--- src/rtl/oled_pkg.sv ---
// Shared constants and types for the PmodOLEDrgb (SSD1331) SPI receive model.
package oled_pkg;

  localparam int OLED_WIDTH  = 96;
  localparam int OLED_HEIGHT = 64;

  localparam logic [7:0] CMD_SET_COL = 8'h15;
  localparam logic [7:0] CMD_SET_ROW = 8'h75;

  typedef enum logic [2:0] {
    CMD,
    COL_S,
    COL_E,
    ROW_S,
    ROW_E
  } cmd_state_t;

endpackage

--- src/rtl/spi_byte_rx.sv ---
// Oversampling SPI byte receiver: synchronises the link pins into the clk
// domain, detects sclk rising edges and reassembles MSB-first bytes.
module spi_byte_rx #(
  parameter int SYNC_STAGES = 2
) (
  input  logic       clk,
  input  logic       reset,
  input  logic       cs,
  input  logic       sclk,
  input  logic       sdin,
  input  logic       d_cn,
  input  logic       resn,
  output logic       byte_valid,
  output logic [7:0] byte_data,
  output logic       byte_is_data,
  output logic       cs_idle,
  output logic       clear
);

  logic [SYNC_STAGES-1:0] cs_p0;
  logic [SYNC_STAGES-1:0] sclk_p0;
  logic [SYNC_STAGES-1:0] sdin_p0;
  logic [SYNC_STAGES-1:0] dcn_p0;
  logic [SYNC_STAGES-1:0] resn_p0;
  logic                   sclk_prev_p1;
  logic [6:0]             shift_p1;
  logic [2:0]             bit_cnt;
  logic                   sclk_rise;
  logic                   sdin_s;

  // Synchroniser chains; intentionally never reset so they track the pins
  always_ff @(posedge clk) begin
    cs_p0        <= {cs_p0[SYNC_STAGES-2:0], cs};
    sclk_p0      <= {sclk_p0[SYNC_STAGES-2:0], sclk};
    sdin_p0      <= {sdin_p0[SYNC_STAGES-2:0], sdin};
    dcn_p0       <= {dcn_p0[SYNC_STAGES-2:0], d_cn};
    resn_p0      <= {resn_p0[SYNC_STAGES-2:0], resn};
    sclk_prev_p1 <= sclk_p0[SYNC_STAGES-1];
  end

  // ---- stage boundary: synchronised pins -> edge detect / shift ----
  assign clear     = reset | ~resn_p0[SYNC_STAGES-1];
  assign cs_idle   = cs_p0[SYNC_STAGES-1];
  assign sdin_s    = sdin_p0[SYNC_STAGES-1];
  assign sclk_rise = sclk_p0[SYNC_STAGES-1] & ~sclk_prev_p1;

  // Shift register and bit counter; a raised cs discards any partial byte
  always_ff @(posedge clk) begin
    if (clear) begin
      bit_cnt      <= 3'd0;
      shift_p1     <= 7'd0;
      byte_valid   <= 1'b0;
      byte_data    <= 8'd0;
      byte_is_data <= 1'b0;
    end else begin
      byte_valid <= 1'b0;
      if (cs_idle) begin
        bit_cnt <= 3'd0;
      end else if (sclk_rise) begin
        shift_p1 <= {shift_p1[5:0], sdin_s};
        if (bit_cnt == 3'd7) begin
          bit_cnt      <= 3'd0;
          byte_valid   <= 1'b1;
          byte_data    <= {shift_p1, sdin_s};
          byte_is_data <= dcn_p0[SYNC_STAGES-1];
        end else begin
          bit_cnt <= bit_cnt + 3'd1;
        end
      end
    end
  end

endmodule

--- src/rtl/oled_spi_receiver.sv ---
// SSD1331 receive-side model: decodes column/row window commands and turns
// data-byte pairs into addressed RGB565 pixel writes.
module oled_spi_receiver
  import oled_pkg::*;
#(
  parameter int WIDTH       = OLED_WIDTH,
  parameter int HEIGHT      = OLED_HEIGHT,
  parameter int SYNC_STAGES = 2
) (
  input  logic        clk,
  input  logic        reset,
  input  logic        cs,
  input  logic        sclk,
  input  logic        sdin,
  input  logic        d_cn,
  input  logic        resn,
  output logic        byte_valid,
  output logic [7:0]  byte_data,
  output logic        byte_is_data,
  output logic        pix_valid,
  output logic [6:0]  pix_x,
  output logic [5:0]  pix_y,
  output logic [12:0] pix_index,
  output logic [15:0] pix_data
);

  cmd_state_t  state;
  logic        clear;
  logic        cs_idle;
  logic [6:0]  col_start, col_end, cur_x, x_q;
  logic [5:0]  row_start, row_end, cur_y, y_q;
  logic [7:0]  hi_byte;
  logic [15:0] data_q;
  logic        phase;
  logic        pix_fire;
  logic [6:0]  col_cl;
  logic [5:0]  row_cl;

  function automatic logic [6:0] clamp_col(input logic [7:0] b);
    if (b > 8'(WIDTH - 1)) return 7'(WIDTH - 1);
    return b[6:0];
  endfunction

  function automatic logic [5:0] clamp_row(input logic [7:0] b);
    if (b > 8'(HEIGHT - 1)) return 6'(HEIGHT - 1);
    return b[5:0];
  endfunction

  spi_byte_rx #(
    .SYNC_STAGES(SYNC_STAGES)
  ) u_rx (
    .clk         (clk),
    .reset       (reset),
    .cs          (cs),
    .sclk        (sclk),
    .sdin        (sdin),
    .d_cn        (d_cn),
    .resn        (resn),
    .byte_valid  (byte_valid),
    .byte_data   (byte_data),
    .byte_is_data(byte_is_data),
    .cs_idle     (cs_idle),
    .clear       (clear)
  );

  // ---- stage boundary: completed byte -> command decode / pixel assembly ----
  assign col_cl   = clamp_col(byte_data);
  assign row_cl   = clamp_row(byte_data);
  assign pix_fire = byte_valid & byte_is_data & phase;

  // Pixel strobe coincides with the low byte; coordinates hold between strobes
  assign pix_valid = pix_fire;
  assign pix_x     = pix_fire ? cur_x : x_q;
  assign pix_y     = pix_fire ? cur_y : y_q;
  assign pix_data  = pix_fire ? {hi_byte, byte_data} : data_q;
  assign pix_index = ({7'd0, pix_y} << 6) + ({7'd0, pix_y} << 5) + {6'd0, pix_x};

  // Command FSM, window registers, pixel byte phase and cursor walk
  always_ff @(posedge clk) begin
    if (clear) begin
      state     <= CMD;
      col_start <= 7'd0;
      col_end   <= 7'(WIDTH - 1);
      row_start <= 6'd0;
      row_end   <= 6'(HEIGHT - 1);
      cur_x     <= 7'd0;
      cur_y     <= 6'd0;
      x_q       <= 7'd0;
      y_q       <= 6'd0;
      data_q    <= 16'd0;
      hi_byte   <= 8'd0;
      phase     <= 1'b0;
    end else if (byte_valid) begin
      if (byte_is_data) begin
        // A data byte also abandons any half-entered window command
        state <= CMD;
        if (!phase) begin
          hi_byte <= byte_data;
          phase   <= 1'b1;
        end else begin
          phase  <= 1'b0;
          x_q    <= cur_x;
          y_q    <= cur_y;
          data_q <= {hi_byte, byte_data};
          if (cur_x == col_end) begin
            cur_x <= col_start;
            cur_y <= (cur_y == row_end) ? row_start : cur_y + 6'd1;
          end else begin
            cur_x <= cur_x + 7'd1;
          end
        end
      end else begin
        phase <= 1'b0;
        case (state)
          CMD: begin
            if (byte_data == CMD_SET_COL)      state <= COL_S;
            else if (byte_data == CMD_SET_ROW) state <= ROW_S;
          end
          COL_S: begin
            col_start <= col_cl;
            state     <= COL_E;
          end
          COL_E: begin
            col_end <= (col_cl < col_start) ? col_start : col_cl;
            cur_x   <= col_start;
            state   <= CMD;
          end
          ROW_S: begin
            row_start <= row_cl;
            state     <= ROW_E;
          end
          ROW_E: begin
            row_end <= (row_cl < row_start) ? row_start : row_cl;
            cur_y   <= row_start;
            state   <= CMD;
          end
          default: state <= CMD;
        endcase
      end
    end else if (cs_idle) begin
      phase <= 1'b0;
    end
  end

endmodule
--- config.mk ---
export PLATFORM = sky130hd
export DESIGN_NAME = oled_spi_receiver
export DESIGN_NICKNAME = d
export VERILOG_FILES = /design/src/rtl/oled_pkg.sv /design/src/rtl/spi_byte_rx.sv /design/src/rtl/oled_spi_receiver.sv
export SDC_FILE = /design/constraint.sdc
export NUM_CORES = 1
export LEC_CHECK = 0
export CORE_ASPECT_RATIO = 1.4
export CORE_MARGIN = 5
export CORE_UTILIZATION = 55
export CTS_CLUSTER_SIZE = 40
export DETAILED_ROUTE_END_ITERATION = 7
export HOLD_SLACK_MARGIN = 0.06
export PLACE_DENSITY = 0.88
export SYNTH_ARGS = -nofsm -noshare
export SYNTH_HDL_FRONTEND = slang
export SYNTH_SLANG_ARGS = --single-unit
--- constraint.sdc ---
create_clock -name clk -period 4 [get_ports clk]
set_input_delay 0.4 -clock clk [delete_from_list [all_inputs] [get_ports clk]]
set_output_delay 0.4 -clock clk [all_outputs]
set_load 0.02 [all_outputs]
==> metrics.csv, run 1 <==
metric,value,unit
cts_tree,built,
track_usage,0.215,
ys_seq_area_frac,0.420,
cts_buffers,9,
cp_max_fo,4,
vias_per_cell,5.81,
die_area,11700,um^2
place.gp.congestion,0.871,
worst_setup_path_start_kind,register,
rsz0062_at_grt,false,
final_util,0.663,
num_rows,42,
worst-slew-pin-transition,0.882,ns
ant_nets,0,
power.switching,0.000412,W
p_clk_frac,0.455,
synth-seq-cells,111,
min_period,3.77,ns
num_io_pins,60,
grt_pass1_wl,20700,um
grt_pass1_vias,4546,
cts.path.max_buffers,2,
crit_family,buffers and inverters,
seqPwrFrac,0.531,
drc_errors,0,
area_delta_synth_final,18.5,%
required,3.60,ns
finalSetupViolations,0,
slew_violations,0,
slowest_delay,0.59,ns
powerDensity,334,nW/um^2
path_clk_slew,0.07,ns
cts_root_buf,clkbuf_16,
syn_area,5290,um^2
synthDistinctLibCells,53,
max_freq,0.265,GHz
path_cells,"nand3_2, inv_2, mux2i_4, xnor2_1, ha_1, ha_1, inv_1, fa_1, inv_1, a21oi_1, o21bai_1, a21o_1, clkdlybuf4s50_1",
yosysTopAreaCell,dfxtp_1,
yosys.area.top_type_share,0.420,
pwr-share-comb,0.014,
grt-ovfl-total,0,
arrival,3.37,ns
clkSinkCount,111,
antenna_found_initial,0,
fin_nets,712,
n_antenna_cell,0,
totalNegativeSetupSlack,0,ns
dr.pass1.iters,5,
cp-end-kind,output pin,
start_util,0.560,
die_height,126,um
post_drt_wl_per_cell,15.4,um
drive_gt1_frac,0.0630,
port_buffers,59,
maxCapViolCount,0,
grt_max_degree,41,
core_area,9460,um^2
yosys_warnings,0,
critPathBufInv,4,
path_class,reg -> out,
insertion_delay,0.35,ns
hpwl,8740,um
netlist_instances,636,
p_sw_frac,0.196,
num_vias,4601,
synth_flop_cell,dfxtp_1,
hold_class,reg -> reg,
wl,12200,um
period_share,0.942,
drt-initial-drc-count,395,
p_leak,2.71,nW
slew_headroom,0.409,
skew,0.00522,ns
synth.net_count,671,
async_flop_share,0,
htree_levels,3,
hold_viol_final,0,
critPathSlowestCell,clkdlybuf4s50_1,
timing.hold.ws,0.331,ns
p_int,0.00169,W
ir_worst_vdd,0.280,mV
die_w,92.9,um
outcome,"finished, final reports clean",
avgSynthCellArea,8.32,um^2
ys_top_cells_by_area,"dfxtp_1 (42%), nand2_1 (8.4%), ha_1 (6.4%), a21oi_1 (4.5%), and2_1 (3.5%)",
synth_edf_count,0,
-- final timing paths --
kind                startpoint               to  slack [ns]  cells after the start
max                      phase    pix_index[12]        0.23                     13
min            u_rx.sclk_p0[0]  u_rx.sclk_p0[1]        0.33                      0
max reg2reg  u_rx.byte_data[7]       row_end[4]        1.35                      9
min reg2reg    u_rx.sclk_p0[0]  u_rx.sclk_p0[1]        0.33                      0
-- cells in the final DEF (no fill, tap or decap), drive strengths merged, types with 2 or more instances in the layout --
master / count
xor2: 6
nand2: 119
nor3: 9
or2: 2
a31o: 6
bufinv: 2
and3b: 2
o22ai: 4
clkinv: 2
buf: 11
a211oi: 14
a31oi: 10
o21bai: 3
inv: 33
nand3: 12
clkdlybuf4s50: 57
nand4: 4
ha: 27
a22oi: 3
nand2b: 7
clkbuf: 11
o211a: 4
and2: 30
o31ai: 2
nand4b: 4
nor2: 42
a21o: 6
nor2b: 7
mux2i: 17
a21oi: 48
a221o: 7
and3: 4
dfxtp: 111
xnor2: 13
o21ai: 25
-- synth_stat cells, types with 9 or more instances --
master	count
a211oi_1	14
clkbuf_1	25
o21ai_0	25
inv_1	32
nor3_1	9
nor2_1	42
ha_1	27
xnor2_1	12
and2_1	30
a31oi_1	10
nand3_1	12
nand2_1	119
dfxtp_1	111
mux2i_1	17
a21oi_1	48
-- state kept, by name, indices dropped and copies added, names as in the netlist, 3 cells and up --
signal and cells:
col_start 7, hi_byte 8, data_q 16, u_rx.shift_p1 7
cur_y 6, row_start 6, col_end 7, u_rx.bit_cnt 3
cur_x 7, u_rx.byte_data 8, state 3, row_end 6
y_q 6, x_q 7
-- cells by family after synthesis --
| family | Yosys count | synth area share |
|---|---|---|
| and+or+nand+nor | 247 | 0.215 |
| buffers and inverters | 73 | 0.0591 |
| muxes | 17 | 0.0321 |
| DFF | 111 | 0.420 |
| AOI/OAI and AO/OA | 141 | 0.173 |
| xor gates and xnor gates | 19 | 0.0329 |
| adders and majority gates | 28 | 0.0676 |
-- per-stage QoR --
stage / instance area [um^2] / setup WS (ns) / instances / power [W]
3_5_place_dp: 5910 / 0.314 / 775 / 0.00117
3_3_place_gp: 5910 / 0.514 / 775 / 0.00117
5_1_grt: 6270 / 0.0371 / 792 / 0.00216
6_report: 6270 / 0.230 / 792 / 0.00210
2_1_floorplan: 5290 / 0.382 / 636 / 0.00116
4_1_cts: 6250 / 0.0678 / 791 / 0.00211
-- final cells by class --
class,count,area [um^2]
Fill cell,767,3190
Multi-Input combinational cell,452,2790
Sequential cell,111,2220
Timing Repair Buffer,70,678
Clock buffer,11,243
Tap cell,110,138
Inverter,33,124
Clock inverter,5,81.3
-- what timing repair did --
item | 4_1_cts | 5_1_grt
buffers inserted | 0 | 1
hold buffers | 0 | 0
gates resized for setup | 4 | 3
setup endpoints to repair | 1 | 2
pin swaps | 0 | 0
-- power groups by stage --
stage | Combinational, W | Clock [W] | Sequential, W
2_1_floorplan | 0.0000183 | 0 | 0.00114
5_1_grt | 0.0000312 | 0.00101 | 0.00111
3_3_place_gp | 0.0000283 | 0 | 0.00114
4_1_cts | 0.0000291 | 0.000963 | 0.00111
3_5_place_dp | 0.0000290 | 0 | 0.00114
6_report | 0.0000288 | 0.000954 | 0.00111
-- routing by layer --
layer	part of all wire	GRT usage	routed length [um]
met3	0.067	0.0555	819
met1	0.41	0.252	5030
met4	0.024	0.0802	294
met5	0	0	0
met2	0.50	0.375	6080
Note: power is estimated with default switching activity, not from simulation.
==> inputs of run 2 (changes only) <==
Settings changed: CORE_UTILIZATION 55 to 50, CTS_CLUSTER_DIAMETER set to 100, PLACE_DENSITY 0.88 to 0.82, SLEW_MARGIN set to 15.
==> metrics.csv, run 2 (synthesis gave the netlist of run 1 again) <==
metric,value,unit,change
max_freq,0.266,GHz,+0.14%
cts_root_buf,clkbuf_16,,
fin_cells,820,,+3.5%
hpwl,8870,um,+1.4%
dpl.cell_count,803,,+3.6%
dr.pass1.iters,5,,unchanged
die_area,12800,um^2,+9.1%
maxCapViolCount,0,,unchanged
powerDensity,341,nW/um^2,+2.1%
vias_per_cell,5.56,,-4.4%
insertion_delay,0.35,ns,about the same
ir_worst_vdd,0.327,mV,+17%
grt-ovfl-total,0,,unchanged
drive_gt1_frac,0.0630,,unchanged
layout.cells.most_common_list,"nand2_1 (119), dfxtp_1 (111), clkdlybuf4s50_1 (56), a21oi_1 (48), nor2_1 (42)",,
totalNegativeSetupSlack,0,ns,unchanged
worst-slew-pin-transition,0.965,ns,+0.0827 ns
critPathSlowestCell,dlygate4sd2_1,,
num_vias,4556,,-0.98%
final_common_cell,nand2_1,,
track_usage,0.200,,-0.0150
skew,0.00627,ns,+0.00105 ns
hold_class,reg -> reg,,
p_leak,2.73,nW,+1.1%
path_class,reg -> out,,
slew_violations,0,,unchanged
n_antenna_cell,0,,unchanged
grt_pass1_vias,4706,,+3.5%
start_util,0.511,,-0.0482
area_delta_synth_final,19.5,%,
min_period,3.76,ns,-0.00527 ns
cp-end-kind,output pin,,
cts_buffers,9,,unchanged
required,3.60,ns,about the same
num_io_pins,60,,unchanged
outcome,"finished, final reports clean",,
timing.hold.ws,0.327,ns,-0.00438 ns
htree_levels,3,,unchanged
die_height,132,um,+4.5%
antenna_found_initial,0,,unchanged
worst_setup_path_start_kind,register,,
top_register,data_q,,
place.gp.congestion,0.905,,+3.9%
period_share,0.941,,-0.00132
top_regs,"data_q: 16 flops, hi_byte: 8 flops, u_rx.byte_data: 8 flops",,
path_cells,"nand3_1, inv_2, mux2i_4, xnor2_1, ha_1, o21bai_1, ha_1, a21o_1, a21oi_1, o21bai_1, a21oi_1, xnor2_1, dlygate4sd2_1",,
core_area,10300,um^2,+9.4%
num_rows,44,,+4.8%
post_drt_wl_per_cell,15.2,um,-1.6%
clkSinkCount,111,,unchanged
die_w,97.0,um,+4.4%
fin_nets,712,,unchanged
largest_reg_flops,16,,unchanged
drc_errors,0,,unchanged
hold_viol_final,0,,unchanged
port_buffers,59,,unchanged
finalSetupViolations,0,,unchanged
rsz0062_at_grt,false,,
cts_tree,built,,
ant_nets,0,,unchanged
cts.path.max_buffers,2,,unchanged
path_clk_slew,0.07,ns,about the same
grt_pass1_wl,21700,um,+4.7%
slew_headroom,0.354,,-0.0554
wl,12400,um,+1.8%
drt-initial-drc-count,375,,-5.1%
nFillCells,928,,+21%
grt_max_degree,45,,+9.8%
slowest_delay,0.36,ns,-0.23 ns
cp_max_fo,4,,unchanged
arrival,3.36,ns,about the same
[run 2: per-stage QoR]
stage / cell area (um^2) / util / setup slack [ns] / power [W]
after global routing: 6320 / 0.611 / 0.0480 / 0.00222
after CTS: 6310 / 0.609 / 0.0387 / 0.00217
after global placement: 5950 / 0.575 / 0.518 / 0.00117
after floorplan: 5290 / - / 0.382 / 0.00116
final: 6320 / 0.611 / 0.236 / 0.00216
after detailed placement: 5950 / 0.575 / 0.268 / 0.00117
[run 2: worst paths after layout]
path	endpoint	slack, ns	cells past startpoint	startpoint
worst min-delay path	u_rx.sclk_p0[1]	0.33	0	u_rx.sclk_p0[0]
worst max-delay path	pix_index[11]	0.24	13	u_rx.byte_valid
worst min register to register	u_rx.sclk_p0[1]	0.33	0	u_rx.sclk_p0[0]
worst max register to register	row_end[0]	1.32	9	u_rx.byte_data[6]
[run 2: cell type report]
type,instances,area [um^2],share of cell area
multi-input cells,452,2780,0.440
repair buffers,70,681,0.108
inverters,33,124,0.0196
clock inverters,7,120,0.0190
clock buffers,9,225,0.0356
flip-flops and latches,111,2220,0.351
well taps,138,173,0.0273
[run 2: timing repair]
action                                  4_1_cts  5_1_grt
buffers inserted                              1        0
gates resized for setup                       3        4
endpoints found under the setup margin        3        2
hold buffers                                  0        0
[run 2: power by group]
group	switching, W	total (W)	internal (W)
registers	0.00000354	0.00111	0.00111
logic	0.0000201	0.0000290	0.00000896
clock network	0.000402	0.00102	0.000614
[run 2: worst max-delay path, delay by kind of cell (launching register included)]
kind	cells	cell delay [ns]
AOI/OAI and AO/OA	5	0.92
buffers and inverters	2	0.52
adders and majority gates	2	0.47
DFF	1	0.35
muxes	1	0.30
xor gates and xnor gates	2	0.26
and+or+nand+nor	1	0.20
[run 2: routing by layer]
metal  track usage  wire [um]
met5             0          0
met4        0.0874        367
met3        0.0545        796
met2         0.341       6050
met1         0.236       5230
